### config.mk
export PLATFORM = sky130hd
export DESIGN_NAME = seq_pattern_tx
export DESIGN_NICKNAME = d
export VERILOG_FILES = /design/src/rtl/seq_pattern_tx.sv
export SDC_FILE = /design/constraint.sdc
export NUM_CORES = 1
export LEC_CHECK = 0
export ABC_CLOCK_PERIOD_IN_PS = 2350
export CAP_MARGIN = 20
export CORE_MARGIN = 5
export CORE_UTILIZATION = 45
export CTS_BUF_LIST = sky130_fd_sc_hd__clkbuf_2
export CTS_CLUSTER_DIAMETER = 30
export DETAILED_ROUTE_END_ITERATION = 8
export DONT_BUFFER_PORTS = 1
export PLACE_DENSITY = 0.71
export SYNTH_ARGS = -nofsm -noshare
export SYNTH_HDL_FRONTEND = slang
export SYNTH_SLANG_ARGS = --single-unit
### constraint.sdc
create_clock -name clk -period 2.35 [get_ports clk]
set_input_delay 0.47 -clock clk [delete_from_list [all_inputs] [get_ports clk]]
set_output_delay 0.47 -clock clk [all_outputs]
set_load 0.005 [all_outputs]
### src/rtl/seq_pattern_tx.sv
// Serial pattern transmitter: sends N frames of a fixed MSB-first pattern,
// separated by idle-high gap bits, with registered outputs throughout.
module seq_pattern_tx #(
    parameter int                   PAT_LEN    = 4,
    parameter logic [PAT_LEN-1:0]   PATTERN    = 4'b0110,
    parameter int                   MAX_FRAMES = 5,
    parameter int                   CNT_W      = 3,
    parameter int                   GAP_BITS   = 2
) (
    input  logic             clk,
    input  logic             rst,
    input  logic             start,
    input  logic [CNT_W-1:0] num_frames,
    input  logic             abort,
    output logic             out,
    output logic             out_valid,
    output logic             busy,
    output logic             frame_done,
    output logic             done,
    output logic [CNT_W-1:0] frames_sent
);

    localparam int IDX_W = (PAT_LEN > 1) ? $clog2(PAT_LEN) : 1;
    localparam int GAP_W = (GAP_BITS > 0) ? $clog2(GAP_BITS + 1) : 1;
    localparam logic [IDX_W-1:0] IDX_MAX  = IDX_W'(PAT_LEN - 1);
    localparam logic [GAP_W-1:0] GAP_INIT = GAP_W'(GAP_BITS - 1);
    localparam logic [CNT_W-1:0] MAX_CNT  = CNT_W'(MAX_FRAMES);

    typedef enum logic [1:0] {IDLE, SEND, GAP} state_t;

    state_t             state_q, state_d;
    logic [IDX_W-1:0]   idx_q, idx_d;
    logic [GAP_W-1:0]   gap_q, gap_d;
    logic [CNT_W-1:0]   rem_q, rem_d;
    logic [CNT_W-1:0]   frames_sent_q, frames_sent_d;
    logic               out_q, out_d;
    logic               out_valid_q, out_valid_d;
    logic               busy_q, busy_d;
    logic               frame_done_q, frame_done_d;
    logic               done_q, done_d;
    logic [CNT_W-1:0]   req;
    logic [PAT_LEN-1:0] pat_bits;

    genvar gi;
    generate
        for (gi = 0; gi < PAT_LEN; gi++) begin : g_pat
            assign pat_bits[gi] = PATTERN[gi];
        end
    endgenerate

    assign req = (num_frames > MAX_CNT) ? MAX_CNT : num_frames;

    always_ff @(posedge clk) begin
        if (rst) begin
            state_q       <= IDLE;
            idx_q         <= '0;
            gap_q         <= '0;
            rem_q         <= '0;
            frames_sent_q <= '0;
            out_q         <= 1'b1;
            out_valid_q   <= 1'b0;
            busy_q        <= 1'b0;
            frame_done_q  <= 1'b0;
            done_q        <= 1'b0;
        end else begin
            state_q       <= state_d;
            idx_q         <= idx_d;
            gap_q         <= gap_d;
            rem_q         <= rem_d;
            frames_sent_q <= frames_sent_d;
            out_q         <= out_d;
            out_valid_q   <= out_valid_d;
            busy_q        <= busy_d;
            frame_done_q  <= frame_done_d;
            done_q        <= done_d;
        end
    end

    always_comb begin
        state_d       = state_q;
        idx_d         = idx_q;
        gap_d         = gap_q;
        rem_d         = rem_q;
        frames_sent_d = frames_sent_q;
        case (state_q)
            IDLE: begin
                // abort beats a simultaneous start
                if (start && !abort) begin
                    frames_sent_d = '0;
                    if (req != '0) begin
                        state_d = SEND;
                        idx_d   = IDX_MAX;
                        rem_d   = req;
                    end
                end
            end
            SEND: begin
                if (abort) begin
                    state_d = IDLE;
                end else if (idx_q == '0) begin
                    frames_sent_d = (frames_sent_q == MAX_CNT) ? MAX_CNT
                                                               : frames_sent_q + 1'b1;
                    rem_d = rem_q - 1'b1;
                    if (rem_q == CNT_W'(1)) begin
                        state_d = IDLE;
                    end else if (GAP_BITS > 0) begin
                        state_d = GAP;
                        gap_d   = GAP_INIT;
                    end else begin
                        idx_d   = IDX_MAX;
                    end
                end else begin
                    idx_d = idx_q - 1'b1;
                end
            end
            GAP: begin
                if (abort) begin
                    state_d = IDLE;
                end else if (gap_q == '0) begin
                    state_d = SEND;
                    idx_d   = IDX_MAX;
                end else begin
                    gap_d = gap_q - 1'b1;
                end
            end
            default: state_d = IDLE;
        endcase
    end

    // Outputs are registered from the upcoming state so they line up with it.
    always_comb begin
        out_d        = (state_d == SEND) ? pat_bits[idx_d] : 1'b1;
        out_valid_d  = (state_d == SEND);
        busy_d       = (state_d != IDLE);
        frame_done_d = (state_d == SEND) && (idx_d == '0);
        done_d       = ((state_q == IDLE) && start && !abort && (req == '0)) ||
                       ((state_q == SEND) && !abort && (idx_q == '0) && (rem_q == CNT_W'(1)));
    end

    assign out         = out_q;
    assign out_valid   = out_valid_q;
    assign busy        = busy_q;
    assign frame_done  = frame_done_q;
    assign done        = done_q;
    assign frames_sent = frames_sent_q;

endmodule

==> summary.txt, run 1 <==
number of buffers added on ports: 0
clock latency on the worst-skew pair: 0.29 ns
leakage power: 0.324 nW
total track usage: 0.125
worst min-delay path startpoint: rst
drt pass-1 iters: 4
class of the tightest hold or removal check: input pin to flip-flop
setup slack of the worst register-to-register path: 0.63 ns
area after detailed placement: 847 µm²
type of the worst setup path: flip-flop to flip-flop
endpoint arrival time on the critical path: 1.92 ns
pin count of the biggest net entering global routing: 15
via density per instance: 5.60
endpoint of the worst register-to-register path: out
number of buffers inserted during clock tree synthesis: 3
part of the Yosys area used for sequential elements: 0.413
ys async rst share: 0
Initial Utilization: 0.478
most frequent standard cell in the layout excluding fill and tap cells: sky130_fd_sc_hd__dfxtp_1
outcome: finished clean
Chip Width: 52.8 µm
overall via count from detail_route: 655
number of I/O pins: 15
violation count after the first detailed-routing iteration: 19
P per Cell Area: 581 mW/mm²
highest-count cells in the layout ignoring fill and taps: 17 x sky130_fd_sc_hd__dfxtp_1, 10 x sky130_fd_sc_hd__nor2_1, 6 x sky130_fd_sc_hd__inv_1
crit end category: flip-flop
n_diodes: 0
Worst Hold Path EP: done
DRC violations left: 0
clock sink total: 17
number of pins with negative max-slew slack in the final report: 0
total non-filler cell area in the finished layout: 867 µm²
worst-margin pin slew: 0.441 ns
type of origin of the critical path: flip-flop
WHS Path Cells: 1
number of cells produced by synthesis: 90
maximum capacitance violations: 0
Max Freq: 0.582 GHz
count of state elements after synthesis: 17
worst-path fanout max: 8
time the final worst path needs with I/O delays and setup: 1.72 ns
antenna violation net count after detailed routing: 0
required arrival time at the worst endpoint: 2.55 ns
clock input transition at the sequential cells of the worst setup and hold paths: 0.15 ns
yosys synthesis warning count: 0
worst vdd ir: 402 µV
count of hold buffers inserted by post-cts repair: 0
Slowest cell on crit path: sky130_fd_sc_hd__dfxtp_1
setup total negative slack: 0 ns
initial antenna violation count: 0
number of inserted filler cells in the final layout: 171
cell area after synthesis: 825 µm²
fin cells: 117
maximum clock path buffer count: 2
post-route clock period utilization: 0.732
Crit path largest cell delay: 0.52 ns
mean post-synth cell area: 9.16 µm²
H-tree levels: 1
ys flop type: sky130_fd_sc_hd__dfxtp_1
Worst Skew: 0.00814 ns
number of cell instances on the worst register-to-register path: 5
clock tree from TritonCTS: yes
distinct cell type count of the synthesized netlist: 36
Setup Fix Bufs, Post-CTS: 0
count of standard-cell rows: 15
detailed placer's ending HPWL: 1.11 mm
y dimension of the die: 52.8 µm
share of post-route cells with drive strength above 1: 0.0978
startpoint of the lowest-slack register-to-register path: state_q[0]
first-pass GRT wire length: 2.48 mm
global placement routability congestion: 0.801
Final nets: 104
vias in the first global route: 558
slew margin rel.: 0.706
hold violation total from the final report: 0
die area: 0.00279 mm²
RSZ-0062 raised after global routing: false
Total Wirelength: 1.54 mm
dpl cells: 113
root buffer selected by CTS: sky130_fd_sc_hd__clkbuf_2
synthesized netlist net count: 101
Area growth syn-to-layout: 5.16%
post-CTS resize count: 0
final global-route overflow total: 0
number of endpoints failing setup at the final stage: 0
count of flip-flops with a built-in enable after synthesis: 0
floorplan core area: 0.00173 mm²
routed length per placed instance: 13.2 µm
critical path, cell by cell: nor3b_2 > and3b_1 > nor3_1 > ha_1 > nand2b_1
## how the worst max path moves through the flow
stage                             start  end  slack (ns)  cells after the start
after floorplan           num_frames[0]  out        0.51                      5
after global placement    num_frames[0]  out        0.45                      5
after CTS                    state_q[0]  out        0.65                      5
after global routing         state_q[0]  out        0.53                      5
after detailed placement  num_frames[0]  out        0.41                      5
final                        state_q[0]  out        0.63                      5
## critical path: cells and delay by family, from the launching register on
kind | cells | cell delay (ns)
adder cells (fa/ha/maj) | 1 | 0.28
flip-flops | 1 | 0.52
AND/OR/NAND/NOR | 4 | 0.84
## cell families (layout without fill, tap and decap cells)
logic type | Yosys count | after routing | share of synthesized area
AND/OR/NAND/NOR | 37 | 37 | 0.278
AO/OA/AOI/OAI | 21 | 21 | 0.176
flip-flops | 17 | 17 | 0.413
buffers and inverters | 8 | 10 | 0.0379
adder cells (fa/ha/maj) | 4 | 4 | 0.0607
multiplexers | 2 | 2 | 0.0243
XOR/XNOR | 1 | 1 | 0.0106
## stage by stage
| stage | setup slack (ns) | hold WS [ns] | utilization | power [mW] |
|---|---|---|---|---|
| after floorplan | 0.509 | 0.437 | - | 0.368 |
| after global placement | 0.452 | 0.452 | 0.491 | 0.377 |
| after detailed placement | 0.406 | 0.451 | 0.491 | 0.378 |
| after CTS | 0.651 | 0.197 | 0.502 | 0.513 |
| after global routing | 0.529 | 0.179 | 0.502 | 0.535 |
| final | 0.631 | 0.220 | 0.502 | 0.504 |
## cell usage after synthesis, drive strengths merged (3+ instances only)
library cell	number	area [µm²]
nor2	10	37.5
nor3	5	25.0
nand2b	5	31.3
dfxtp	17	340
nor4b	3	41.3
inv	6	22.5
nor3b	3	27.5
ha	4	50.1
and2	3	20.0
nand2	3	11.3
a21oi	4	20.0
## state kept, by name, indices dropped and copies added, names as in the netlist
| signal | cells |
|---|---|
| out | 1 |
| rem_q | 3 |
| done | 1 |
| frames_sent | 3 |
| out_valid | 1 |
| busy | 1 |
| gap_q | 2 |
| idx_q | 2 |
| frame_done | 1 |
| state_q | 2 |
## area by class of cell
cell class,instances,area (µm²),area share
tap,25,31.3,0.0361
inverter,6,22.5,0.0260
clock buffer,4,20.0,0.0231
sequential,17,340,0.392
multi-input combinational,65,453,0.522
## power breakdown
group          internal (mW)  switching, mW  total, mW
Clock                 0.0451         0.0867      0.132
Sequential             0.302         0.0103      0.312
Combinational         0.0282         0.0320     0.0603
Total                  0.375          0.129      0.504
## routing by layer
metal / share of wire / routed length (µm) / vias to the layer above / GRT usage
met3: 0.082 / 127 / 2 / 0.0627
met2: 0.44 / 685 / 20 / 0.182
met1: 0.46 / 708 / 302 / 0.154
met5: 0 / 0 / - / 0
li1: - / - / 331 / -
met4: 0.012 / 19 / 0 / 0.0511
(Power assumes the default switching activity.)
==> run 2, diff against run 1 <==
Settings changed: ABC_CLOCK_PERIOD_IN_PS 2350 to 1600.
Clock period 2.35 ns to 1.6 ns, I/O delays scaled along.
==> summary.txt, run 2 (synthesized netlist as in run 1, its figures left out) <==
overall power consumption: 0.768 mW
CP top delay family: simple AND/OR/NAND/NOR gates
endpoint arrival time on the critical path: 1.81 ns
worst-margin pin slew: 0.360 ns
DRC violations left: 0
total non-filler cell area in the finished layout: 988 µm²
Max Freq: 0.631 GHz
required arrival time at the worst endpoint: 1.82 ns
Crit path largest cell delay: 0.41 ns
final global-route overflow total: 0
H-tree levels: 1
time the final worst path needs with I/O delays and setup: 1.58 ns
antenna violation net count after detailed routing: 0
Util after Layout: 0.572
crit end category: flip-flop
violation count after the first detailed-routing iteration: 20
hold violation total from the final report: 0
Total Wirelength: 1.66 mm
count of standard-cell rows: 15
Slowest cell on crit path: sky130_fd_sc_hd__dfxtp_4
worst vdd ir: 428 µV
Area growth syn-to-layout: 19.9%
drt pass-1 iters: 4
floorplan core area: 0.00173 mm²
type of the worst setup path: flip-flop to flip-flop
pin count of the biggest net entering global routing: 15
Initial Utilization: 0.478
clock latency on the worst-skew pair: 0.30 ns
post-route clock period utilization: 0.990
detailed placer's ending HPWL: 1.22 mm
number of buffers added on ports: 0
clock input transition at the sequential cells of the worst setup and hold paths: 0.16 ns
global placement routability congestion: 0.802
met2 wire len: 823 µm
class of the tightest hold or removal check: input pin to flip-flop
first-pass GRT wire length: 2.74 mm
root buffer selected by CTS: sky130_fd_sc_hd__clkbuf_2
area after detailed placement: 902 µm²
clock sink total: 17
most frequent standard cell in the layout excluding fill and tap cells: sky130_fd_sc_hd__dfxtp_1
clock tree from TritonCTS: yes
number of buffers inserted during clock tree synthesis: 3
n_diodes: 0
highest-count cells in the layout ignoring fill and taps: 14 x sky130_fd_sc_hd__dfxtp_1, 10 x sky130_fd_sc_hd__nor2_1, 8 x sky130_fd_sc_hd__buf_4
number of pins with negative max-slew slack in the final report: 0
outcome: finished clean
maximum clock path buffer count: 2
Worst Skew: 0.00288 ns
leakage power: 0.380 nW
Final nets: 112
critical path, cell by cell: nor4b_4 > a22o_4 > nor3_2 > ha_1 > nand2b_4
overall via count from detail_route: 676
routed length on met1: 706 µm
share of post-route cells with drive strength above 1: 0.270
count of hold buffers inserted by post-cts repair: 0
y dimension of the die: 52.8 µm
P per Cell Area: 777 mW/mm²
met3 wire len: 114 µm
slew margin rel.: 0.759
maximum capacitance violations: 0
initial antenna violation count: 0
total track usage: 0.138
number of inserted filler cells in the final layout: 160
routed length per placed instance: 13.3 µm
number of endpoints failing setup at the final stage: 0
worst-path fanout max: 8
buffer and inverter count on the worst path: 0
number of I/O pins: 15
RSZ-0062 raised after global routing: true
type of origin of the critical path: flip-flop
Reg area: 347 µm²
via density per instance: 5.41
vias in the first global route: 660
die area: 0.00279 mm²
multi-input gate area in the final layout: 508 µm²
highest signal layer in the routed design: met4
Chip Width: 52.8 µm
-- run 2: area by class of cell --
cell class / count / share of cell area
tap: 25 / 0.0316
multi-input combinational: 65 / 0.514
inverter: 6 / 0.0228
timing repair buffer: 8 / 0.0608
clock buffer: 3 / 0.0152
sequential: 17 / 0.351
clock inverter: 1 / 0.00506
-- run 2: stage by stage --
step | hold WS, ns | setup TNS (ns) | instances | worst slack [ns]
final | 0.0552 | 0 | 125 | 0.0160
after global routing | 0.00605 | -0.0880 | 125 | -0.0603
after CTS | 0.0368 | 0 | 122 | 0.00474
after detailed placement | 0.395 | -0.0662 | 118 | -0.0662
after global placement | 0.393 | -0.0539 | 118 | -0.0539
after floorplan | 0.437 | -0.0162 | 90 | -0.0162
-- run 2: repair_timing --
action,4_1_cts,5_1_grt
pin swaps,1,3
endpoints found under the hold margin,0,0
setup endpoints to repair,2,7
cloned,0,0
resized for setup,1,10
setup buffers,0,3
-- run 2: final timing paths --
| check | cells after the start | slack [ns] | from | endpoint |
|---|---|---|---|---|
| worst min-delay path | 1 | 0.06 | rst | gap_q[0] |
| worst min register to register | 1 | 0.44 | gap_q[0] | gap_q[0] |
| worst max register to register | 5 | 0.02 | state_q[1] | out |
| worst max-delay path | 5 | 0.02 | state_q[1] | out |
-- run 2: power by group --
group / switching (mW) / total, mW / internal [mW]
Combinational: 0.0528 / 0.116 / 0.0629
Clock: 0.138 / 0.194 / 0.0566
Sequential: 0.0157 / 0.458 / 0.442
Total: 0.206 / 0.768 / 0.562
-- run 2: layer usage --
layer  track usage  vias up
met4        0.0511        0
met1         0.144      317
met3        0.0655        2
li1              -      342
met2         0.238       15
met5             0        -
